`src/rtl/uart_tx_buffered_pkg.sv`:
```
// Shared UART constants: parity selection, transmitter state encoding, parity helper.
package uart_constants;

   typedef enum logic [2:0] {
      UART_PARITY_NONE  = 3'd0,
      UART_PARITY_EVEN  = 3'd1,
      UART_PARITY_ODD   = 3'd2,
      UART_PARITY_MARK  = 3'd3,
      UART_PARITY_SPACE = 3'd4
   } uart_parity_e;

   typedef enum logic [2:0] {
      ST_IDLE   = 3'd0,
      ST_START  = 3'd1,
      ST_DATA   = 3'd2,
      ST_PARITY = 3'd3,
      ST_STOP   = 3'd4
   } uart_state_e;

   // Parity bit for a frame, given the XOR reduction of its data bits.
   function automatic logic parity_bit(input uart_parity_e pt, input logic data_xor);
      logic p;
      case (pt)
         UART_PARITY_EVEN: p = data_xor;
         UART_PARITY_ODD:  p = ~data_xor;
         UART_PARITY_MARK: p = 1'b1;
         default:          p = 1'b0;
      endcase
      return p;
   endfunction

endpackage

```
`src/rtl/uart_tx_buffered_fifo.sv`:
```
// Transmit FIFO: power-of-two depth, wrapping pointers, occupancy counter.
module uart_fifo #(
   parameter int unsigned WIDTH = 8,
   parameter int unsigned DEPTH = 16
) (
   input  logic                       clock,
   input  logic                       reset,
   input  logic                       push_i,
   input  logic [WIDTH-1:0]           wdata_i,
   input  logic                       pop_i,
   output logic [WIDTH-1:0]           head_o,
   output logic                       full_o,
   output logic                       empty_o,
   output logic [$clog2(DEPTH):0]     count_o
);

   localparam int unsigned AW = $clog2(DEPTH);
   localparam int unsigned CW = AW + 1;

   logic [WIDTH-1:0] mem_q [DEPTH];
   logic [AW-1:0]    wr_ptr_q, wr_ptr_d;
   logic [AW-1:0]    rd_ptr_q, rd_ptr_d;
   logic [CW-1:0]    count_q, count_d;
   logic             push_ok, pop_ok;

   assign full_o  = (count_q == CW'(DEPTH));
   assign empty_o = (count_q == '0);
   assign count_o = count_q;
   assign head_o  = mem_q[rd_ptr_q];

   // Qualify requests and compute next pointers and occupancy.
   always_comb begin
      push_ok  = push_i && !full_o;
      pop_ok   = pop_i && !empty_o;
      wr_ptr_d = push_ok ? wr_ptr_q + AW'(1) : wr_ptr_q;
      rd_ptr_d = pop_ok ? rd_ptr_q + AW'(1) : rd_ptr_q;
      count_d  = count_q + CW'(push_ok) - CW'(pop_ok);
   end

   // Pointer and counter registers; reset discards all queued entries.
   always_ff @(posedge clock) begin
      if (reset) begin
         wr_ptr_q <= '0;
         rd_ptr_q <= '0;
         count_q  <= '0;
      end else begin
         wr_ptr_q <= wr_ptr_d;
         rd_ptr_q <= rd_ptr_d;
         count_q  <= count_d;
      end
   end

   // Storage array; a write coincident with reset is dropped.
   always_ff @(posedge clock) begin
      if (push_ok && !reset) begin
         mem_q[wr_ptr_q] <= wdata_i;
      end
   end

endmodule

```
`src/rtl/uart_tx_buffered.sv`:
```
// Buffered UART transmitter: FIFO front end, runtime baud divisor, registered tx.
module uart_tx_buffered
   import uart_constants::*;
#(
   parameter int unsigned  DATA_WIDTH  = 8,
   parameter int unsigned  FIFO_DEPTH  = 16,
   parameter int unsigned  DIV_WIDTH   = 16,
   parameter uart_parity_e PARITY_TYPE = UART_PARITY_NONE,
   parameter int unsigned  STOP_BITS   = 1
) (
   input  logic                          clock,
   input  logic                          reset,
   input  logic [DATA_WIDTH-1:0]         data,
   input  logic                          data_valid,
   output logic                          data_ready,
   input  logic [DIV_WIDTH-1:0]          divisor,
   output logic                          tx,
   output logic                          busy,
   output logic [$clog2(FIFO_DEPTH):0]   fifo_count
);

   localparam int unsigned CNT_W = $clog2(FIFO_DEPTH) + 1;
   localparam int unsigned IDX_W = $clog2(DATA_WIDTH);

   uart_state_e            state_q, state_d;
   logic                   tx_q, tx_d;
   logic [DATA_WIDTH-1:0]  shift_q, shift_d;
   logic [DIV_WIDTH-1:0]   baud_q, baud_d;
   logic [DIV_WIDTH-1:0]   div_q, div_d;
   logic [IDX_W-1:0]       idx_q, idx_d;
   logic                   stop_q, stop_d;
   logic                   par_q, par_d;
   logic                   load, bit_end;

   logic                   fifo_pop, fifo_full, fifo_empty;
   logic [DATA_WIDTH-1:0]  fifo_head;
   logic [CNT_W-1:0]       fifo_cnt;

   uart_fifo #(
      .WIDTH (DATA_WIDTH),
      .DEPTH (FIFO_DEPTH)
   ) u_fifo (
      .clock   (clock),
      .reset   (reset),
      .push_i  (data_valid),
      .wdata_i (data),
      .pop_i   (fifo_pop),
      .head_o  (fifo_head),
      .full_o  (fifo_full),
      .empty_o (fifo_empty),
      .count_o (fifo_cnt)
   );

   assign data_ready = !fifo_full;
   assign busy       = (state_q != ST_IDLE) || !fifo_empty;
   assign fifo_count = fifo_cnt;
   assign tx         = tx_q;
   assign bit_end    = (baud_q == div_q - DIV_WIDTH'(1));

   // Next-state logic: frame sequencing, bit timing and FIFO pop/load.
   always_comb begin
      state_d  = state_q;
      tx_d     = tx_q;
      shift_d  = shift_q;
      baud_d   = baud_q;
      div_d    = div_q;
      idx_d    = idx_q;
      stop_d   = stop_q;
      par_d    = par_q;
      fifo_pop = 1'b0;
      load     = 1'b0;

      case (state_q)
         ST_IDLE: begin
            tx_d = 1'b1;
            if (!fifo_empty) load = 1'b1;
         end
         ST_START: begin
            if (bit_end) begin
               baud_d  = '0;
               idx_d   = '0;
               tx_d    = shift_q[0];
               shift_d = shift_q >> 1;
               state_d = ST_DATA;
            end else begin
               baud_d = baud_q + DIV_WIDTH'(1);
            end
         end
         ST_DATA: begin
            if (bit_end) begin
               baud_d = '0;
               if (idx_q == IDX_W'(DATA_WIDTH - 1)) begin
                  if (PARITY_TYPE != UART_PARITY_NONE) begin
                     tx_d    = par_q;
                     state_d = ST_PARITY;
                  end else begin
                     tx_d    = 1'b1;
                     stop_d  = 1'b0;
                     state_d = ST_STOP;
                  end
               end else begin
                  idx_d   = idx_q + IDX_W'(1);
                  tx_d    = shift_q[0];
                  shift_d = shift_q >> 1;
               end
            end else begin
               baud_d = baud_q + DIV_WIDTH'(1);
            end
         end
         ST_PARITY: begin
            if (bit_end) begin
               baud_d  = '0;
               tx_d    = 1'b1;
               stop_d  = 1'b0;
               state_d = ST_STOP;
            end else begin
               baud_d = baud_q + DIV_WIDTH'(1);
            end
         end
         ST_STOP: begin
            if (bit_end) begin
               baud_d = '0;
               if (stop_q == 1'(STOP_BITS - 1)) begin
                  if (!fifo_empty) begin
                     load = 1'b1;
                  end else begin
                     tx_d    = 1'b1;
                     state_d = ST_IDLE;
                  end
               end else begin
                  stop_d = 1'b1;
               end
            end else begin
               baud_d = baud_q + DIV_WIDTH'(1);
            end
         end
         default: begin
            tx_d    = 1'b1;
            baud_d  = '0;
            idx_d   = '0;
            stop_d  = 1'b0;
            state_d = ST_IDLE;
         end
      endcase

      // Pop the head, latch byte/divisor/parity and begin the start bit.
      if (load) begin
         fifo_pop = 1'b1;
         shift_d  = fifo_head;
         div_d    = (divisor == '0) ? DIV_WIDTH'(1) : divisor;
         par_d    = parity_bit(PARITY_TYPE, ^fifo_head);
         tx_d     = 1'b0;
         baud_d   = '0;
         state_d  = ST_START;
      end
   end

   // State and datapath registers; reset aborts any frame in progress.
   always_ff @(posedge clock) begin
      if (reset) begin
         state_q <= ST_IDLE;
         tx_q    <= 1'b1;
         shift_q <= '0;
         baud_q  <= '0;
         div_q   <= DIV_WIDTH'(1);
         idx_q   <= '0;
         stop_q  <= 1'b0;
         par_q   <= 1'b0;
      end else begin
         state_q <= state_d;
         tx_q    <= tx_d;
         shift_q <= shift_d;
         baud_q  <= baud_d;
         div_q   <= div_d;
         idx_q   <= idx_d;
         stop_q  <= stop_d;
         par_q   <= par_d;
      end
   end

endmodule

```
`config.mk`:
```
export PLATFORM = sky130hd
export DESIGN_NAME = uart_tx_buffered
export DESIGN_NICKNAME = d
export VERILOG_FILES = /design/src/rtl/uart_tx_buffered_pkg.sv /design/src/rtl/uart_tx_buffered_fifo.sv /design/src/rtl/uart_tx_buffered.sv
export SDC_FILE = /design/constraint.sdc
export NUM_CORES = 1
export LEC_CHECK = 0
export ABC_CLOCK_PERIOD_IN_PS = 7200
export CAP_MARGIN = 25
export CORE_MARGIN = 4
export CORE_UTILIZATION = 65
export DETAILED_ROUTE_END_ITERATION = 10
export HOLD_SLACK_MARGIN = 0.06
export MAX_ROUTING_LAYER = met4
export PLACE_DENSITY = 0.84
export SETUP_SLACK_MARGIN = 0.02
export SYNTH_ARGS = -nofsm -noshare
export SYNTH_HDL_FRONTEND = slang
export SYNTH_SLANG_ARGS = --single-unit
```
`constraint.sdc`:
```
create_clock -name clock -period 7.2 [get_ports clock]
set_input_delay 1.44 -clock clock [delete_from_list [all_inputs] [get_ports clock]]
set_output_delay 1.44 -clock clock [all_outputs]
set_load 0.05 [all_outputs]
```
==> results of run 1 <==
[power by group through the flow]
stage	Combinational [W]	Sequential, W	Clock [W]
global placement	0.00103	0.00143	0
finish	0.00113	0.00142	0.000995
CTS	0.00111	0.00141	0.000994
detailed placement	0.00107	0.00143	0
floorplan	0.000811	0.00140	0
global route	0.00121	0.00143	0.00105
[layer usage]
metal,up-vias,GRT usage
met5,-,-
li1,2540,-
met3,73,0.06406
met4,0,0.1330
met1,2837,0.3462
met2,296,0.4964
[tightest hold or removal path: cells and delay by family, from the launching register on]
family	cells	cell delay [ns]
mux	1	0.06
flops	1	0.32
simple gates	1	0.06
[area by class of cell]
| class | instances | area, um^2 | share of cell area |
|---|---|---|---|
| Clock buffer | 19 | 432.9 | 0.04503 |
| Inverter | 13 | 48.80 | 0.005075 |
| Tap cell | 172 | 215.2 | 0.02238 |
| Sequential cell | 192 | 5127 | 0.5333 |
| Clock inverter | 13 | 185.2 | 0.01926 |
| Multi-Input combinational cell | 397 | 3192 | 0.3320 |
| Timing Repair Buffer | 44 | 412.9 | 0.04295 |
[state kept, by name, summed over array words and instances (netlist names), named ones only]
signal and cells:
baud_q 16, div_q 16, idx_q 3, shift_q 8, state_q 3, tx 1
u_fifo.count_o 5, u_fifo.mem_q 128, u_fifo.rd_ptr_q 4, u_fifo.wr_ptr_q 4
[synthesized netlist by cell type (4+ instances only)]
master / count
a21oi_1: 30
a22o_1: 11
a311oi_1: 8
a31oi_1: 5
and2_1: 6
and3_1: 12
buf_1: 10
buf_6: 4
clkbuf_1: 18
dfxtp_1: 64
edfxtp_1: 128
ha_1: 15
inv_1: 13
mux4_2: 40
nand2_1: 38
nand2b_1: 4
nand3_1: 21
nand4_1: 12
nor2_1: 34
nor2b_1: 4
nor3_1: 28
nor3b_1: 5
nor4_1: 8
o21ai_0: 21
o21ai_1: 8
or3_1: 6
or4_1: 5
xnor2_1: 13
xor2_1: 13
[metrics by stage]
step / util / hold slack [ns] / worst slack (ns) / instance area (um^2) / std cells
after floorplan: - / 0.4385 / 3.662 / 8548 / 639
after global placement: 0.7033 / 0.4471 / 3.267 / 8984 / 816
after detailed placement: 0.7033 / 0.4735 / 3.066 / 8984 / 816
after CTS: 0.7517 / 0.4868 / 2.894 / 9602 / 848
after global routing: 0.7527 / 0.5045 / 2.485 / 9614 / 850
final: 0.7527 / 0.4883 / 2.809 / 9614 / 850
[final timing paths]
check / end / slack (ns) / cells past startpoint
setup / recovery: u_fifo.count_o[4]$_SDFF_PP0_ / 2.81 / 17
hold / removal: idx_q[1]$_SDFFE_PP0P_ / 0.49 / 2
setup reg to reg: u_fifo.count_o[4]$_SDFF_PP0_ / 2.81 / 17
hold reg to reg: idx_q[1]$_SDFFE_PP0P_ / 0.49 / 2
[cell families (layout without fill, tap and decap cells)]
group           Yosys count  in the layout
compound gates          112            112
xor+xnor                 26             26
fa+ha+maj                16             16
buf+inv                  50             89
flops                   192            192
mux                      44             44
simple gates            199            199
==> out/metrics.cfg, run 1 <==
[outcome]
outcome=complete, no violations

[synth]
synthesis.area_um2=8548
largest_family_of_logic_cells_by_synthesized_area=simple AND/OR/NAND/NOR gates
synth_enable_flop_cells=128
synth_largest_type_area_fraction=0.4496
post_synth_xor_area_fraction=0.02664
synth_warnings=0
synthAdderAreaFrac=0.02430
synth-main-ff-cell=edfxtp_1
synth.lib_cells_used.distinct=63
postSynthRegisterBits=192
postSynthCellCount=639
synth-compound-area-share=0.08811
synth_largest_area_cell=edfxtp_1
syn_area_per_cell_um2=13.38
asyncSetResetFlopFracSynth=0
synth.net_count=682
synth.top_cells.by_area=edfxtp_1 45%, dfxtp_1 15%, mux4_2 11%
yosys-mux-area-fraction=0.1102
synth_seq_area_share=0.5995
simple_logic_cell_fraction_of_the_synthesized_area=0.1241

[place]
input_output_buffers=34
place_hpwl_um=12810
placer_s_final_routability_congestion_estimate=0.8644

[finish]
post_route_cells_drive_above_1_share=0.1460
final.fill_count=742
syn_to_final_growth_pct=12.47
antennaDiodeCount=0
leading_cell_type_in_the_layout_fill_and_taps_excluded=edfxtp_1
most_frequent_cells_in_the_layout=128 x edfxtp_1, 62 x dfxtp_1, 40 x mux4_2, 38 x nand2_1
final_nets=708

[drt]
initialDrtViolationCount=642
finalWirelength_um=20340
routed_via_count_divided_by_cell_count=6.760
routed-wl-met3_um=1196
route.detailed.wl_per_inst_um=23.93
drt-met1-wl_um=7574
route.vias.total=5746
met2_length_um=10750
detailedRoute.firstPassIterationCount=5
detail-route-antenna-nets=0
route.top_layer_used=met4
drcViolationCount=0

[clock_network]
cts_hold_buffers=0
clkSinkCount=192
tritoncts=yes
cts.repair.resized=0
clock_tree.root_cell=clkbuf_16
clock_insertion_delay_worst_skew_ns=0.44
post-cts-setup-buffer-count=0
cts_buffer_depth=2
numCtsBuffers=17
ctsHtreeMaxLevel=4
clkSlewWorstSetupHoldPaths_ns=0.08

[timing]
fmaxAchievable_ghz=0.2277
rsz_0062_raised_after_global_routing=false
slew_headroom=0.2919
setup-violations-final=0
setup-tns-final_ns=0
fin_crit_sh=0.6099
drv_slew=0
skew_ns=0.01079
timing.final.hold_violations=0
period_needed_ns=4.391
worst_slew_pin_slew_ns=1.062

[power_and_ir_drop]
p_switching_w=0.001257
power_density_nw_per_um2=368.2
power.total_w=0.003540
clk_network_pwr_share=0.281
pwr-share-comb=0.319
worst_ir_drop_vdd_v=0.0002685
power_report.internal_total_w=0.002283
swShare=0.3550
seqPwrFrac=0.400
cellLeakagePower_nw=3.164

[die]
core.rowCount=41
initial_utilization=0.6692
pin_count=35
fp.coreArea_um2=12770
chipHeight_um=122.7
dieArea_um2=15050
floorplan.die.width_um=122.7

[critical_path]
regToRegStartpoint=div_q[0]$_SDFFE_PP1N_
worst_path_dominant_cell_family=compound AO/OA/AOI/OAI gates
endpoint_kind=flip-flop
cp_max_fo=10
criticalPathCategory=reg2reg
required_arrival_time_at_the_worst_endpoint_ns=7.55
timing.critical_path.from=div_q[0]$_SDFFE_PP1N_
critical-path-max-stage-delay_ns=0.49
crit_arrival_ns=4.74
worstPathCellList=inv_1 -> ha_1 -> nor3b_1 -> a21oi_1 -> o21a_1 -> o31ai_2 -> a41o_1 -> nand2_4 -> inv_1 -> ha_1 -> inv_1 -> ha_1 -> fa_1 -> a21oi_1 -> nor2_1 -> or3_1 -> a21oi_1
start_kind=flip-flop
crit_slowest_cell=a41o_1
critical_path_buf_inv_count=3

[grt]
grt_first_pass_wirelength_um=31800
antenna_found_initial=0
grt_usage=0.2967
first_global_vias=5739
global_route_total_overflow=0
pin_count_of_the_biggest_net_entering_global_routing=34

[hold_path]
hold_path.class=reg2reg
worstHoldStart=idx_q[1]$_SDFFE_PP0P_

[run]
max_cap_violations=0

Note: power is estimated with default switching activity, not from simulation.
==> run 2: changes to the inputs <==
--- a/config.mk
+++ b/config.mk
@@ -5,14 +5,14 @@
 export SDC_FILE = /design/constraint.sdc
 export NUM_CORES = 1
 export LEC_CHECK = 0
-export ABC_CLOCK_PERIOD_IN_PS = 7200
+export ABC_CLOCK_PERIOD_IN_PS = 3800
 export CAP_MARGIN = 25
 export CORE_MARGIN = 4
-export CORE_UTILIZATION = 65
+export CORE_UTILIZATION = 55
 export DETAILED_ROUTE_END_ITERATION = 10
 export HOLD_SLACK_MARGIN = 0.06
 export MAX_ROUTING_LAYER = met4
-export PLACE_DENSITY = 0.84
+export PLACE_DENSITY = 0.76
 export SETUP_SLACK_MARGIN = 0.02
 export SYNTH_ARGS = -nofsm -noshare
 export SYNTH_HDL_FRONTEND = slang
==> constraint.sdc (replaced) <==
create_clock -name clock -period 3.8 [get_ports clock]
set_input_delay 0.76 -clock clock [delete_from_list [all_inputs] [get_ports clock]]
set_output_delay 0.76 -clock clock [all_outputs]
set_load 0.05 [all_outputs]
==> run 2 against run 1 <==
- critical path type unchanged
- wire length shrank 9.4%
- sequential share of layout area down 0.55 points
- clock power rose by 72%
- via count is 4.3% lower
==> out/metrics.cfg, run 2 (synthesized netlist as in run 1, its figures left out) <==
[finish]
leading_cell_type_in_the_layout_fill_and_taps_excluded=edfxtp_1
largest_register_ffs=128
register_area_um2=5127
largest_registers=u_fifo.mem_q (128), baud_q (16), div_q (16)
final_design_instance_area_without_fill_um2=9714
final_nets=722
syn_to_final_growth_pct=13.64
registers.top_by_ff_count=u_fifo.mem_q
final.fill_count=1115
multi_input_area_um2=3209
antennaDiodeCount=0
final_cell_count_no_fill=880
most_frequent_cells_in_the_layout=128 x edfxtp_1, 62 x dfxtp_1, 40 x mux4_2, 38 x nand2_1
post_route_cells_drive_above_1_share=0.1691

[die]
pin_count=35
floorplan.die.width_um=132.7
core.rowCount=45
initial_utilization=0.5623
chipHeight_um=132.7
fp.coreArea_um2=15200
dieArea_um2=17600

[grt]
pin_count_of_the_biggest_net_entering_global_routing=33
grt_first_pass_wirelength_um=29840
grt_usage=0.2239
first_global_vias=5614
global_route_total_overflow=0
antenna_found_initial=0

[clock_network]
clkSinkCount=192
tritoncts=yes
cts_buffer_depth=2
cts_hold_buffers=0
ctsHtreeMaxLevel=4
clkSlewWorstSetupHoldPaths_ns=0.08
numCtsBuffers=17
clock_insertion_delay_worst_skew_ns=0.43
clock_tree.root_cell=clkbuf_16

[power_and_ir_drop]
power_density_nw_per_um2=675.4
p_switching_w=0.002283
power_report.internal_total_w=0.004278
swShare=0.3479
worst_ir_drop_vdd_v=0.0004446
clk_network_pwr_share=0.261
seqPwrFrac=0.401
pwr-share-comb=0.338
cellLeakagePower_nw=3.208

[timing]
timing.final.hold_violations=0
worst_slew_pin_slew_ns=1.018
period_needed_ns=3.549
drv_slew=0
skew_ns=0.01222
slew_headroom=0.3187
setup-violations-final=0
setup-tns-final_ns=0
rsz_0062_raised_after_global_routing=false
fin_crit_sh=0.9340
fmaxAchievable_ghz=0.2818

[critical_path]
endpoint_kind=flip-flop
timing.critical_path.from=div_q[0]$_SDFFE_PP1N_
regToRegStartpoint=div_q[0]$_SDFFE_PP1N_
cp_max_fo=7
required_arrival_time_at_the_worst_endpoint_ns=4.16
start_kind=flip-flop
crit_arrival_ns=3.91
criticalPathCategory=reg2reg

[outcome]
outcome=complete, no violations

[drt]
detailedRoute.firstPassIterationCount=5
route.vias.total=5501
initialDrtViolationCount=458
drcViolationCount=0
detail-route-antenna-nets=0
routed_via_count_divided_by_cell_count=6.251
finalWirelength_um=18420
route.detailed.wl_per_inst_um=20.94

[hold_path]
worstHoldStart=idx_q[2]$_SDFFE_PP0P_
hold_path.class=reg2reg

[place]
dpl_cell_area_um2=9085
placer_s_final_routability_congestion_estimate=0.9156
placed_cells=843
place_hpwl_um=12770
input_output_buffers=34

[run]
max_cap_violations=0

[run 2: cell types whose count changed in the layout (fill, tap and decap cells not counted), moves of 2 or more]
cell / before / now
nor3b_2: 0 / 2
buf_4: 9 / 24
bufinv_16: 2 / 0
inv_8: 6 / 3
clkinvlp_4: 1 / 3
nor3b_1: 5 / 3
[run 2: what timing repair did]
action	in CTS	in global routing
endpoints found under the setup margin	0	1
setup buffers	0	5
gates resized for setup	0	5
[run 2: path summary, 6_finish.rpt]
path,slack (ns),to,cells after the start
setup reg to reg,0.25,u_fifo.count_o[4]$_SDFF_PP0_,15
hold / removal,0.47,idx_q[2]$_SDFFE_PP0P_,2
setup / recovery,0.25,u_fifo.count_o[4]$_SDFF_PP0_,15
hold reg to reg,0.47,idx_q[2]$_SDFFE_PP0P_,2
[run 2: layout make-up]
class | instances | area share
Timing Repair Buffer | 58 | 0.05358
Tap cell | 188 | 0.02421
Clock buffer | 18 | 0.04418
Clock inverter | 14 | 0.01481
Sequential cell | 192 | 0.5278
Multi-Input combinational cell | 397 | 0.3304
Inverter | 13 | 0.005023
[run 2: worst max-delay path, cell delays in order, from the launching register on]
cell and delay, ns:
dfxtp_2 0.35, or4_1 0.53, or3_1 0.33, a211oi_2 0.21
and4b_2 0.26, a41o_1 0.23, nand2_4 0.10, inv_1 0.08
ha_1 0.11, inv_1 0.04, ha_1 0.20, fa_2 0.36
a21oi_1 0.14, nor2_1 0.06, or3_1 0.34, a21oi_1 0.13
[run 2: power by group through the flow]
stage | Combinational, W | Sequential (W) | Clock (W)
2_1_floorplan | 0.00154 | 0.00266 | 0
3_3_place_gp | 0.00210 | 0.00266 | 0
3_5_place_dp | 0.00215 | 0.00267 | 0
4_1_cts | 0.00216 | 0.00262 | 0.00174
5_1_grt | 0.00245 | 0.00265 | 0.00184
6_report | 0.00222 | 0.00263 | 0.00171
[run 2: per-stage QoR]
stage / setup WS, ns / power (W) / utilization / hold slack [ns]
2_1_floorplan: 0.2620 / 0.004197 / - / 0.4385
3_3_place_gp: 0.2283 / 0.004759 / 0.5976 / 0.4478
3_5_place_dp: 0.1376 / 0.004817 / 0.5976 / 0.4599
4_1_cts: 0.1067 / 0.006530 / 0.6353 / 0.4701
5_1_grt: 0.02648 / 0.006939 / 0.6390 / 0.4926
6_report: 0.2508 / 0.006561 / 0.6390 / 0.4693
[run 2: per-layer routing]
layer,share of wire,vias up,GRT usage,routed length [um]
li1,-,2567,-,-
met1,0.40,2771,0.2644,7368
met2,0.55,145,0.3900,10100
met3,0.037,18,0.04297,683
met4,0.014,0,0.06986,267
met5,0,-,-,0
